$ cat src/rtl/midi_message_encoder_if.sv
// Note-event handshake and UART byte stream bundle for midi_message_encoder.
// master = event source / byte sink, slave = the encoder.
interface midi_message_encoder_if;
  logic       note_on_in;
  logic [3:0] note_in;
  logic [1:0] octave_in;
  logic [3:0] channel_in;
  logic       in_valid;
  logic       in_ack;
  logic [7:0] tx_data;
  logic       tx_valid;
  logic       tx_ready;
  logic       busy;

  modport master (
    output note_on_in, note_in, octave_in, channel_in, in_valid, tx_ready,
    input  in_ack, tx_data, tx_valid, busy
  );

  modport slave (
    input  note_on_in, note_in, octave_in, channel_in, in_valid, tx_ready,
    output in_ack, tx_data, tx_valid, busy
  );
endinterface

$ cat src/rtl/midi_message_encoder.sv
// Encodes one note event into a 3-byte MIDI Note On/Off message on a valid/ready byte stream.
// Define MIDI_RUNNING_STATUS_EN to omit a status byte equal to the last one sent.
module midi_message_encoder #(
  parameter logic [6:0] BASE_NOTE    = 7'd48,
  parameter logic [6:0] VELOCITY_ON  = 7'd100,
  parameter logic [6:0] VELOCITY_OFF = 7'd64
) (
  input  logic                   clk,
  input  logic                   reset,
  midi_message_encoder_if.slave  bus
);

  typedef enum logic [2:0] {IDLE, STATUS, DATA1, DATA2, DONE} state_t;

  state_t     state;
  logic       note_on_r;
  logic [6:0] note_num_r;
  logic [7:0] status_byte;
  logic [6:0] note_num;
  logic       xfer;
  logic       skip_status;

  // Sum fits in 8 bits for any legal parameter; the top bit is dropped, no clamping.
  function automatic logic [6:0] note_number(input logic [1:0] octave, input logic [3:0] note);
    logic [7:0] sum;
    sum = {1'b0, BASE_NOTE} + (8'd12 * {6'd0, octave}) + {4'd0, note};
    return sum[6:0];
  endfunction

  function automatic logic [7:0] status_of(input logic note_on, input logic [3:0] channel);
    return {3'b100, note_on, channel};
  endfunction

  assign status_byte = status_of(bus.note_on_in, bus.channel_in);
  assign note_num    = note_number(bus.octave_in, bus.note_in);
  assign xfer        = bus.tx_valid && bus.tx_ready;

`ifdef MIDI_RUNNING_STATUS_EN
  logic [7:0] last_status;
  logic       last_status_valid;

  always_ff @(posedge clk) begin
    if (reset) begin
      last_status_valid <= 1'b0;
    end else if (state == STATUS && xfer) begin
      last_status       <= bus.tx_data;
      last_status_valid <= 1'b1;
    end
  end

  assign skip_status = last_status_valid && (status_byte == last_status);
`else
  assign skip_status = 1'b0;
`endif

  // tx_data/tx_valid only change on a transfer, so they hold steady under backpressure.
  always_ff @(posedge clk) begin
    if (reset) begin
      state        <= IDLE;
      bus.tx_valid <= 1'b0;
      bus.tx_data  <= 8'h00;
      bus.in_ack   <= 1'b0;
      bus.busy     <= 1'b0;
    end else begin
      bus.in_ack <= 1'b0;
      case (state)
        IDLE: begin
          if (bus.in_valid) begin
            note_on_r    <= bus.note_on_in;
            note_num_r   <= note_num;
            bus.tx_valid <= 1'b1;
            bus.busy     <= 1'b1;
            if (skip_status) begin
              bus.tx_data <= {1'b0, note_num};
              state       <= DATA1;
            end else begin
              bus.tx_data <= status_byte;
              state       <= STATUS;
            end
          end
        end
        STATUS: begin
          if (xfer) begin
            bus.tx_data <= {1'b0, note_num_r};
            state       <= DATA1;
          end
        end
        DATA1: begin
          if (xfer) begin
            bus.tx_data <= {1'b0, note_on_r ? VELOCITY_ON : VELOCITY_OFF};
            state       <= DATA2;
          end
        end
        DATA2: begin
          if (xfer) begin
            bus.tx_valid <= 1'b0;
            bus.in_ack   <= 1'b1;
            state        <= DONE;
          end
        end
        DONE: begin
          bus.busy <= 1'b0;
          state    <= IDLE;
        end
        default: begin
          bus.tx_valid <= 1'b0;
          bus.busy     <= 1'b0;
          state        <= IDLE;
        end
      endcase
    end
  end

endmodule

$ cat src/flat_wrapper.sv
// flat-port wrapper written by rule: the top's interface ports become plain ports
module midi_message_encoder_flat 
#(
  parameter logic [6:0] BASE_NOTE    = 7'd48,
  parameter logic [6:0] VELOCITY_ON  = 7'd100,
  parameter logic [6:0] VELOCITY_OFF = 7'd64
)
  (clk, reset, bus_note_on_in, bus_note_in, bus_octave_in, bus_channel_in, bus_in_valid, bus_tx_ready, bus_in_ack, bus_tx_data, bus_tx_valid, bus_busy);
  midi_message_encoder_if bus_i ();
  input  logic clk;
  input  logic reset;
  input wire logic [$bits(bus_i.note_on_in)-1:0] bus_note_on_in;
  input wire logic [$bits(bus_i.note_in)-1:0] bus_note_in;
  input wire logic [$bits(bus_i.octave_in)-1:0] bus_octave_in;
  input wire logic [$bits(bus_i.channel_in)-1:0] bus_channel_in;
  input wire logic [$bits(bus_i.in_valid)-1:0] bus_in_valid;
  input wire logic [$bits(bus_i.tx_ready)-1:0] bus_tx_ready;
  output wire logic [$bits(bus_i.in_ack)-1:0] bus_in_ack;
  output wire logic [$bits(bus_i.tx_data)-1:0] bus_tx_data;
  output wire logic [$bits(bus_i.tx_valid)-1:0] bus_tx_valid;
  output wire logic [$bits(bus_i.busy)-1:0] bus_busy;
  assign bus_i.note_on_in = bus_note_on_in;
  assign bus_i.note_in = bus_note_in;
  assign bus_i.octave_in = bus_octave_in;
  assign bus_i.channel_in = bus_channel_in;
  assign bus_i.in_valid = bus_in_valid;
  assign bus_i.tx_ready = bus_tx_ready;
  assign bus_in_ack = bus_i.in_ack;
  assign bus_tx_data = bus_i.tx_data;
  assign bus_tx_valid = bus_i.tx_valid;
  assign bus_busy = bus_i.busy;
  midi_message_encoder #(.BASE_NOTE(BASE_NOTE), .VELOCITY_ON(VELOCITY_ON), .VELOCITY_OFF(VELOCITY_OFF)) u_core (.clk(clk), .reset(reset), .bus(bus_i));
endmodule
$ cat config.mk
export PLATFORM = sky130hd
export DESIGN_NAME = midi_message_encoder_flat
export DESIGN_NICKNAME = d
export VERILOG_FILES = /design/src/rtl/midi_message_encoder_if.sv /design/src/rtl/midi_message_encoder.sv /design/src/flat_wrapper.sv
export SDC_FILE = /design/constraint.sdc
export NUM_CORES = 1
export LEC_CHECK = 0
export CAP_MARGIN = 20
export CORE_UTILIZATION = 40
export DETAILED_ROUTE_END_ITERATION = 16
export GPL_ROUTABILITY_DRIVEN = 0
export PLACE_DENSITY = 0.67
export SLEW_MARGIN = 5
export SYNTH_ARGS = -nofsm -noshare
export SYNTH_HDL_FRONTEND = slang
export SYNTH_SLANG_ARGS = --single-unit
$ cat constraint.sdc
create_clock -name clk -period 2.6 [get_ports clk]
set_clock_uncertainty 0.05 [all_clocks]
set_input_delay 0.78 -clock clk [delete_from_list [all_inputs] [get_ports clk]]
set_output_delay 0.78 -clock clk [all_outputs]
set_load 0.05 [all_outputs]
# Word level (Yosys, flattened, before mapping)
# Cells that the tools add are included.
dict set report word_totals {
  register_bits 22
  elab_cells 48
  input_bits 15
}
dict set report classes {
  n_eq_ne 8
  bitwise_logic 4
  muxes 15
  multipliers 1
  n_addsub 2
  reduce_logical 11
}
# operator n
set ops {}
lappend ops {{8-bit 2-to-1 mux} 3}
lappend ops {{8-bit case mux with 3 select lines} 1}
lappend ops {{3-bit 2-to-1 mux} 4}
lappend ops {{3-bit case mux with 4 select lines} 1}
lappend ops {{4-bit AND reduction} 2}
lappend ops {{6-bit by 6-bit adder with 7-bit output (first input constant)} 1}
lappend ops {{7-bit by 4-bit adder with 7-bit output} 1}
lappend ops {{3-bit by 2-bit == test with 1-bit output (second input constant)} 2}
lappend ops {{6-bit 2-to-1 mux} 1}
lappend ops {{2-bit by 1-bit inequality test with 1-bit output (second input constant)} 3}
lappend ops {{3-bit AND reduction} 2}
lappend ops {{3-bit OR reduction} 2}
lappend ops {{2-bit by 2-bit multiplier with 4-bit output (first input constant)} 1}
lappend ops {{1-bit inverter} 4}
lappend ops {{3-bit by 1-bit == test with 1-bit output (second input constant)} 1}
lappend ops {{3-bit == test (second input constant)} 1}
lappend ops {{3-bit zero test} 1}
lappend ops {{1-bit 2-to-1 mux} 3}
lappend ops {{1-bit case mux with 3 select lines} 1}
lappend ops {{3-bit nonzero test} 1}
lappend ops {{2-bit inequality test (second input constant)} 1}
lappend ops {{1-bit case mux with 2 select lines} 1}
lappend ops {{2-bit AND reduction} 1}
lappend ops {{2-bit OR reduction} 1}
lappend ops {{1-bit logical AND} 1}

# Depth between registers and ports, before layout
# Gate-level depths: netlist of run 1.
dict set report depth {
  word_depth 4
  depth_mapped 6
  ltp_nobuf 6
}

# Worst setup path before layout of run 1
# Ideal clock, no wire load.
dict set report synth_path {
  path_kind {input port to flip-flop}
  from {input bus_in_valid}
  to {register u_core.note_num_r[0] (enable)}
  arrival_ps 1830
  path_stages 2
  setup_slack_ps 335
  path_cell_list {or3b_4 -> nor3_1}
}
dict set report synth_between {
  elab_chain_cells 1
}
# item line
set synth_lines {}
lappend synth_lines {{start, declared} flat_wrapper.sv:16} ;# input wire logic [$bits(bus_i.in_valid)-1:0] bus_in_valid;
lappend synth_lines {{3-bit AND reduction (no line)} --}
lappend synth_lines {{end signal, assigned} midi_message_encoder.sv:70} ;# note_num_r <= note_num;
lappend synth_lines {{end, declared} midi_message_encoder.sv:17} ;# logic [6:0] note_num_r;
# Every way passes these cells.
# A chain may end at the register's enable or synchronous reset.

# Final worst setup path of run 1
dict set report layout_path {
  from {register u_core.bus.tx_valid}
  to {output bus_tx_valid}
}
# item line
set layout_rtl {}
lappend layout_rtl {{start, declared} midi_message_encoder_if.sv:22} ;# output in_ack, tx_data, tx_valid, busy
lappend layout_rtl {{start signal, assigned} midi_message_encoder.sv:60} ;# bus.tx_valid <= 1'b0;
lappend layout_rtl {{start signal, assigned} midi_message_encoder.sv:71} ;# bus.tx_valid <= 1'b1;
lappend layout_rtl {{start signal, assigned} midi_message_encoder.sv:96} ;# bus.tx_valid <= 1'b0;
lappend layout_rtl {{end, declared} flat_wrapper.sv:20} ;# output wire logic [$bits(bus_i.tx_valid)-1:0] bus_tx_valid;
# No word-level cell between the ends.

==> results of run 1 <==
worst register-to-register path: stages, from the launching register on:
cell,delay [ns]
dfxtp_1,0.65
nand4b_1,0.26
a31oi_4,0.46
nor2_1,0.08
a311oi_1,0.25
registers in the layout (all words and copies together), names as in the netlist:
signal	cells
u_core.bus.busy	1
u_core.bus.tx_data	8
u_core.state	3
u_core.note_num_r	7
u_core.note_on_r	1
u_core.bus.in_ack	1
u_core.bus.tx_valid	1
layer usage:
| layer | share of wire [%] | wire length [um] | track usage [%] | vias up |
|---|---|---|---|---|
| met5 | 0 | 0 | 0 | - |
| met4 | 0.90 | 18 | 6.58 | 0 |
| met3 | 3.1 | 61 | 2.54 | 2 |
| met2 | 45 | 898 | 23.3 | 20 |
| met1 | 51 | 1010 | 22.5 | 381 |
| li1 | - | - | - | 429 |
cells by family (layout without fill, tap and decap cells):
group	count (synthesis)	after routing	share of synthesized area, %
AO/OA/AOI/OAI	26	26	20.4
buffers and inverters	10	38	4.23
XOR/XNOR	2	2	1.65
adder cells (fa/ha/maj)	5	5	6.58
flip-flops	22	22	48.9
AND/OR/NAND/NOR	36	36	18.2
cell type report:
class                   count  area share, %
repair buffers             30           20.6
flip-flops and latches     22           37.3
inverters                   4           1.08
well taps                  30           2.69
clock buffers               4           2.60
multi-input cells          69           35.8
stage by stage:
stage          setup WS [ns]  std cells  total power [mW]  cell area, um2
5_1_grt                0.112        159             0.841            1400
3_3_place_gp         -0.0235        155             0.619            1360
3_5_place_dp         -0.0780        155             0.623            1360
6_report               0.177        159             0.797            1400
4_1_cts                0.182        159             0.806            1400
2_1_floorplan          0.335        101             0.545            1060
layout by cell type, fill, tap and decap left out:
| cell type | count |
|---|---|
| clkdlybuf4s50_1 | 25 |
| nor2_1 | 9 |
| a2bb2oi_1 | 1 |
| clkbuf_8 | 1 |
| o21bai_1 | 2 |
| inv_1 | 4 |
| o21ai_0 | 2 |
| and3_1 | 4 |
| nand4b_1 | 2 |
| a31oi_1 | 4 |
| xor2_1 | 1 |
| nand2b_1 | 2 |
| dfxtp_1 | 14 |
| o2111ai_2 | 1 |
| nand2_1 | 9 |
| ha_1 | 4 |
| nor3b_1 | 1 |
| a211oi_1 | 3 |
| nor3_1 | 1 |
| a211oi_2 | 2 |
| xnor2_1 | 1 |
| a21oi_1 | 3 |
| a22oi_1 | 1 |
| or3_1 | 1 |
| a21oi_2 | 1 |
| buf_4 | 5 |
| nand3_1 | 2 |
| edfxtp_1 | 8 |
| fa_1 | 1 |
| nor4b_1 | 2 |
| and2b_1 | 1 |
| a31oi_4 | 1 |
| or3b_4 | 1 |
| a311oi_1 | 5 |
| nor2b_1 | 1 |
| clkbuf_4 | 3 |
path summary, 6_finish.rpt:
path	end	slack, ns
worst min-delay path	u_core.bus.busy$_SDFFE_PP0P_	0.42
worst min register to register	u_core.bus.busy$_SDFFE_PP0P_	0.42
worst max register to register	u_core.bus.tx_data[3]$_SDFFE_PP0P_	0.77
worst max-delay path	bus_tx_valid	0.18
power groups by stage:
stage,logic [mW],clock network (mW),registers (mW)
6_report,0.209,0.184,0.404
5_1_grt,0.227,0.206,0.408
4_1_cts,0.211,0.191,0.404
3_5_place_dp,0.211,0,0.412
3_3_place_gp,0.207,0,0.411
2_1_floorplan,0.0824,0,0.463
==> impl_metrics.yaml, run 1 <==
timing:
  rsz0062_at_grt: "false"
  fin_crit_sh_pct: 93.2
  maxSlewViolCount: 0
  max_freq_ghz: 0.413
  whs_ns: 0.417
  min_period_ns: 2.42
  fin_setup_tns_ns: 0
  setup_viol: 0
  hold_viol: 0
  worstMarginPinSlew_ns: 0.499
  max-slew-margin-rel_pct: 66.6
detailed_routing:
  drtIter0Drc: 30
  drtPass1Iterations: 4
  wirelength_um: 1990
  drc: 0
  ant_nets: 0
  wl_per_cell_um: 12.5
  post_drt_via_cell_ratio: 5.23
  vias: 832
logic_synthesis:
  netlist_area_um2: 1060
  netlist_instances: 101
  synth_flop_cell: "dfxtp_1"
  post-synth-top-area-cell: "dfxtp_1"
  synth-seq-cells: 22
  synth_top_area_share_pct: 26.3
  ys_seq_area_share_pct: 48.9
  async_flop_share_pct: 0
  synth.distinct_cells: 35
  yosysWarnings: 0
  synth_nets: 121
  synthTopCellsByCount: "14 x dfxtp_1, 9 x nand2_1, 9 x nor2_1"
  avgSynthCellArea_um2: 10.5
  yosysMostFrequentCell: "dfxtp_1"
  synth.area.top_cells: "dfxtp_1 26%, edfxtp_1 23%, ha_1 4.7%, a311oi_1 4.1%, nand2_1 3.2%"
  synth_edf_count: 8
cts:
  clk_latency_ns: 0.30
  clk_pin_slew_ns: 0.12
  root_buffer: "clkbuf_4"
  cts_htree_levels: 1
  cts_buffer_depth: 2
  cts_hold_buf: 0
  numCtsBuffers: 3
  cts_tree: "yes"
  clock-sinks: 22
  post_cts_buffers: 0
  cts-resized-gates: 0
setup_path:
  required_ns: 1.77
  worst-r2r-cell-count: 4
  slowest_stage: "clkdlybuf4s50_1"
  worstSetupEndpointType: "output pin"
  worst-path-max-fanout: 7
  cp-start-kind: "flip-flop"
  cp_top_family: "buffers and inverters"
  cp_data_arrival_time_ns: 1.59
  crit_path_max_incr_delay_ns: 0.84
  startpoint: "u_core.bus.tx_valid$_SDFFE_PP0P_"
  crit_chain: "clkdlybuf4s50_1"
  r2r-start: "u_core.state[1]$_SDFFE_PP0P_"
  path_class: "reg2out"
  path_buf_inv: 1
  cp.depth: 1
layout:
  final_nets: 150
  area_growth_pct: 31.1
  multi_input_area_um2: 499
  final_util_pct: 55.9
  fill_cells: 218
  final_layout_size_suffix_gt1_share_pct: 11.6
  regArea_um2: 520
  antennaDiodeCount: 0
grt:
  grt_pass1_wl_um: 3230
  grt_usage_pct: 15.7
  grt_max_degree: 19
  antenna_found_initial: 0
  grt_overflow: 0
  grt_pass1_vias: 700
pwr:
  p_seq_share_pct: 50.7
  switching_share_pct: 29.6
  internal_power_uw: 561
  clkPwrFrac_pct: 23.1
  comb_power_share_pct: 26.3
  vdd_drop_max_uv: 371
  p_switching_uw: 236
  power.leakage_nw: 0.518
  p_per_area_nw_per_um2: 571
worst_hold_path:
  hold-path-cell-count: 2
  worstHoldStart: "u_core.bus.busy$_SDFFE_PP0P_"
  hold_path_class: "reg2reg"
floorplanning:
  fp-row-count: 18
  die_area_um2: 2870
  die_y_um: 53.6
  coreArea_um2: 2500
  die_w_um: 53.6
  ioPinCount: 26
  start_util_pct: 42.6
place:
  hpwl_um: 1480
  numPortBuffers: 25
status:
  status: "completed"
job:
  drv_cap: 0
Power figures use the tool's default switching activity.
==> inputs of run 2 (changes only) <==
MAX_ROUTING_LAYER = met4   (was default)
==> run 2 against run 1 <==
Effect of this change:
- setup slack hardly changed
- critical endpoint unchanged
- hold slack hardly changed
- non-clock buffer count stayed put
- die area stayed put
- via count stayed put
- global-route usage is 0.46 points higher
- routed wire length is 0.35% higher
- first-iteration DRC count stayed put
==> impl_metrics.yaml, run 2 (same netlist as run 1, synthesis figures left out) <==
setup_path:
  cp.depth: 1
  worst-r2r-cell-count: 4
  reg2reg_slack_ns: 0.77
  crit_path_max_incr_delay_ns: 0.84
  worst-path-max-fanout: 7
  path_class: "reg2out"
  required_ns: 1.77
  cp-start-kind: "flip-flop"
  cp_top_family: "buffers and inverters"
  slowest_stage: "clkdlybuf4s50_1"
  cp_data_arrival_time_ns: 1.59
  path_buf_inv: 1
  crit_chain: "clkdlybuf4s50_1"
  worstSetupEndpointType: "output pin"
cts:
  cts_htree_levels: 1
  clock-sinks: 22
  cts-resized-gates: 0
  cts_hold_buf: 0
  clk_latency_ns: 0.30
  cts_buffer_depth: 2
  root_buffer: "clkbuf_4"
  cts_tree: "yes"
  post_cts_buffers: 0
  numCtsBuffers: 3
  clk_pin_slew_ns: 0.12
detailed_routing:
  drc: 0
  wirelength_um: 2000
  vias: 832
  drtIter0Drc: 30
  post_drt_via_cell_ratio: 5.23
  wl_per_cell_um: 12.6
  drtPass1Iterations: 4
  ant_nets: 0
timing:
  whs_ns: 0.417
  min_period_ns: 2.42
  hold_viol: 0
  setup_viol: 0
  fin_crit_sh_pct: 93.2
  max-slew-margin-rel_pct: 66.6
  maxSlewViolCount: 0
  fin_setup_tns_ns: 0
  max_freq_ghz: 0.413
  worstMarginPinSlew_ns: 0.499
  rsz0062_at_grt: "false"
place:
  numPortBuffers: 25
  hpwl_um: 1480
grt:
  grt_usage_pct: 16.2
  grt_overflow: 0
  antenna_found_initial: 0
  grt_max_degree: 19
  grt_pass1_vias: 701
  grt_pass1_wl_um: 3230
layout:
  final_common_cell: "clkdlybuf4s50_1"
  final_nets: 150
  largest_register_ffs: 8
  area_growth_pct: 31.1
  fill_cells: 218
  largest_registers: "u_core.bus.tx_data x8, u_core.note_num_r x7, u_core.state x3"
  final_cell_mix: "25 x clkdlybuf4s50_1, 14 x dfxtp_1, 9 x nand2_1, 9 x nor2_1, 8 x edfxtp_1"
  largest-register: "u_core.bus.tx_data"
  final_layout_size_suffix_gt1_share_pct: 11.6
  antennaDiodeCount: 0
floorplanning:
  die_y_um: 53.6
  die_w_um: 53.6
  coreArea_um2: 2500
  die_area_um2: 2870
  ioPinCount: 26
  fp-row-count: 18
  start_util_pct: 42.6
pwr:
  power.leakage_nw: 0.518
  vdd_drop_max_uv: 371
  p_per_area_nw_per_um2: 571
status:
  status: "completed"
worst_hold_path:
  hold-path-cell-count: 2
  hold_path_class: "reg2reg"
job:
  drv_cap: 0
[run 2: cell counts in the layout (fill, tap and decap cells not counted)]
No cell type changed its count.
[run 2: stage by stage]
| stage | worst slack [ns] | cells | util, % | cell area, um2 | total power, mW |
|---|---|---|---|---|---|
| 2_1_floorplan | 0.335 | 101 | - | 1060 | 0.545 |
| 3_3_place_gp | -0.0235 | 155 | 54.4 | 1360 | 0.619 |
| 3_5_place_dp | -0.0780 | 155 | 54.4 | 1360 | 0.623 |
| 4_1_cts | 0.182 | 159 | 55.9 | 1400 | 0.806 |
| 5_1_grt | 0.112 | 159 | 55.9 | 1400 | 0.841 |
| 6_report | 0.177 | 159 | 55.9 | 1400 | 0.797 |
[run 2: cell type report]
cell class | count | area (um2) | share of cell area [%]
timing repair buffer | 30 | 288 | 20.6
multi-input combinational | 69 | 499 | 35.8
sequential | 22 | 520 | 37.3
inverter | 4 | 15.0 | 1.08
tap | 30 | 37.5 | 2.69
clock buffer | 4 | 36.3 | 2.60
[run 2: power breakdown]
part / internal, mW / switching, mW
clock network: 0.0853 / 0.0985
registers: 0.386 / 0.0184
logic: 0.0899 / 0.119
total: 0.561 / 0.236
[run 2: path summary, 6_finish.rpt]
kind	startpoint	end
worst min register to register	u_core.bus.busy$_SDFFE_PP0P_	u_core.bus.busy$_SDFFE_PP0P_
worst max register to register	u_core.state[1]$_SDFFE_PP0P_	u_core.bus.tx_data[3]$_SDFFE_PP0P_
worst max-delay path	u_core.bus.tx_valid$_SDFFE_PP0P_	bus_tx_valid
worst min-delay path	u_core.bus.busy$_SDFFE_PP0P_	u_core.bus.busy$_SDFFE_PP0P_
[run 2: per-layer routing]
| metal | routed length, um | global-route usage (%) | up-vias |
|---|---|---|---|
| met3 | 66 | 2.54 | 2 |
| met1 | 1010 | 22.5 | 381 |
| met4 | 19 | 6.58 | 0 |
| li1 | - | - | 429 |
| met5 | 0 | - | - |
| met2 | 899 | 23.3 | 20 |
[run 2: worst min-delay path: stages, from the launching register on]
cell,delay (ns)
dfxtp_1,0.33
inv_1,0.05
a211oi_1,0.05
==> inputs of run 3 (changes only) <==
clock period = 2.7 ns   (was 2.6 ns; I/O delays follow)
==> run 3 against run 2 <==
Effect of this change:
- count of clock-buffer cells in the layout unchanged
- flip-flop and latch count unchanged
- combinational power about the same
- sequential share of layout area decreased by 0.33 points
- clock power about the same
- via count decreased by 0.24%
- power decreased by 2.1%
- non-clock buffer count unchanged
- register-to-register slack improved by 0.18 ns
- utilization increased by 0.50 points
- global-route usage decreased by 0.55 points
- largest cell class unchanged
==> impl_metrics.yaml, run 3 (same netlist as run 1, synthesis figures left out) <==
status:
  status: "completed"
detailed_routing:
  drtIter0Drc: 17
  ant_nets: 0
  drtPass1Iterations: 4
  vias: 830
  wl_per_cell_um: 12.7
  wirelength_um: 2020
  post_drt_via_cell_ratio: 5.22
  drc: 0
layout:
  fill_cells: 219
  largest_register_ffs: 8
  antennaDiodeCount: 0
  largest_registers: "u_core.bus.tx_data x8, u_core.note_num_r x7, u_core.state x3"
  finalNonFillerCells: 159
  final_common_cell: "clkdlybuf4s50_1"
  largest-register: "u_core.bus.tx_data"
  final_cell_mix: "25 x clkdlybuf4s50_1, 14 x dfxtp_1, 9 x nand2_1, 9 x nor2_1, 8 x edfxtp_1"
  area_growth_pct: 32.3
  final_nets: 150
  final_util_pct: 56.4
  final_layout_size_suffix_gt1_share_pct: 11.6
timing:
  setup_viol: 0
  min_period_ns: 2.46
  max_freq_ghz: 0.407
  fin_crit_sh_pct: 91.0
  max-slew-margin-rel_pct: 66.5
  worstMarginPinSlew_ns: 0.501
  maxSlewViolCount: 0
  hold_viol: 0
  rsz0062_at_grt: "false"
cts:
  cts_tree: "yes"
  cts_buffer_depth: 2
  clk_latency_ns: 0.31
  root_buffer: "clkbuf_4"
  cts_hold_buf: 0
  numCtsBuffers: 3
  clock-sinks: 22
  clk_pin_slew_ns: 0.13
  cts_htree_levels: 1
  cts-resized-gates: 0
  post_cts_buffers: 0
pwr:
  total_power_uw: 780
  p_per_area_nw_per_um2: 554
  power.leakage_nw: 0.522
  vdd_drop_max_uv: 370
setup_path:
  cp-start-kind: "flip-flop"
  cp_top_family: "buffers and inverters"
  slowest_stage: "clkdlybuf4s50_1"
  required_ns: 1.84
  path_buf_inv: 1
  worstSetupEndpointType: "output pin"
  crit_chain: "clkdlybuf4s50_1"
  crit_path_max_incr_delay_ns: 0.84
  cp_data_arrival_time_ns: 1.60
  path_class: "reg2out"
  worst-path-max-fanout: 7
floorplanning:
  die_y_um: 53.6
  ioPinCount: 26
  coreArea_um2: 2500
  start_util_pct: 42.6
  fp-row-count: 18
  die_area_um2: 2870
  die_w_um: 53.6
place:
  dp_cells: 155
  hpwl_um: 1460
  numPortBuffers: 25
grt:
  grt_usage_pct: 15.7
  grt_max_degree: 19
  grt_pass1_vias: 711
  antenna_found_initial: 0
  grt_pass1_wl_um: 3040
  grt_overflow: 0
worst_hold_path:
  hold_path_class: "reg2reg"
job:
  drv_cap: 0
[run 3: cell counts in the layout (fill, tap and decap cells not counted)]
Identical to the previous run, type by type.
[run 3: power breakdown]
part	switching, mW	total (mW)	internal, mW
registers	0.0181	0.389	0.371
clock network	0.102	0.184	0.0823
logic	0.116	0.207	0.0906
total	0.236	0.780	0.544
[run 3: worst paths after layout]
check,from,to,slack (ns),depth (start not counted)
worst max-delay path,u_core.bus.tx_valid$_SDFFE_PP0P_,bus_tx_valid,0.24,1
worst max register to register,u_core.state[1]$_SDFFE_PP0P_,u_core.bus.tx_data[3]$_SDFFE_PP0P_,0.95,5
worst min register to register,u_core.bus.busy$_SDFFE_PP0P_,u_core.bus.busy$_SDFFE_PP0P_,0.42,2
worst min-delay path,u_core.bus.busy$_SDFFE_PP0P_,u_core.bus.busy$_SDFFE_PP0P_,0.42,2
[run 3: final cells by class]
class                   instances  area (um2)  share of cell area (%)
flip-flops and latches         22         520                    36.9
multi-input cells              69         499                    35.4
repair buffers                 30         300                    21.3
well taps                      30        37.5                    2.66
inverters                       4        15.0                    1.07
clock buffers                   4        36.3                    2.58
[run 3: layer usage]
metal	wire length (um)	share of wire, %	GRT usage (%)	vias to the layer above
met1	1040	52	19.0	377
met5	0	0	-	-
li1	-	-	-	431
met3	69	3.4	2.54	2
met2	886	44	25.0	20
met4	20	0.99	7.89	0
[run 3: worst min-delay path, delay by kind of cell (launching register included)]
family                 cells  cell delay (ns)
buffers and inverters      1             0.05
AO/OA/AOI/OAI              1             0.05
flip-flops                 1             0.33
[run 3: stage by stage]
stage / setup TNS [ns] / area (um2) / hold slack (ns) / setup slack [ns]
final: 0 / 1410 / 0.422 / 0.242
after global routing: 0 / 1410 / 0.432 / 0.164
after CTS: 0 / 1410 / 0.421 / 0.245
after detailed placement: -0.0322 / 1370 / 0.403 / -0.0322
after global placement: 0 / 1370 / 0.396 / 0.0473
after floorplan: 0 / 1060 / 0.543 / 0.405
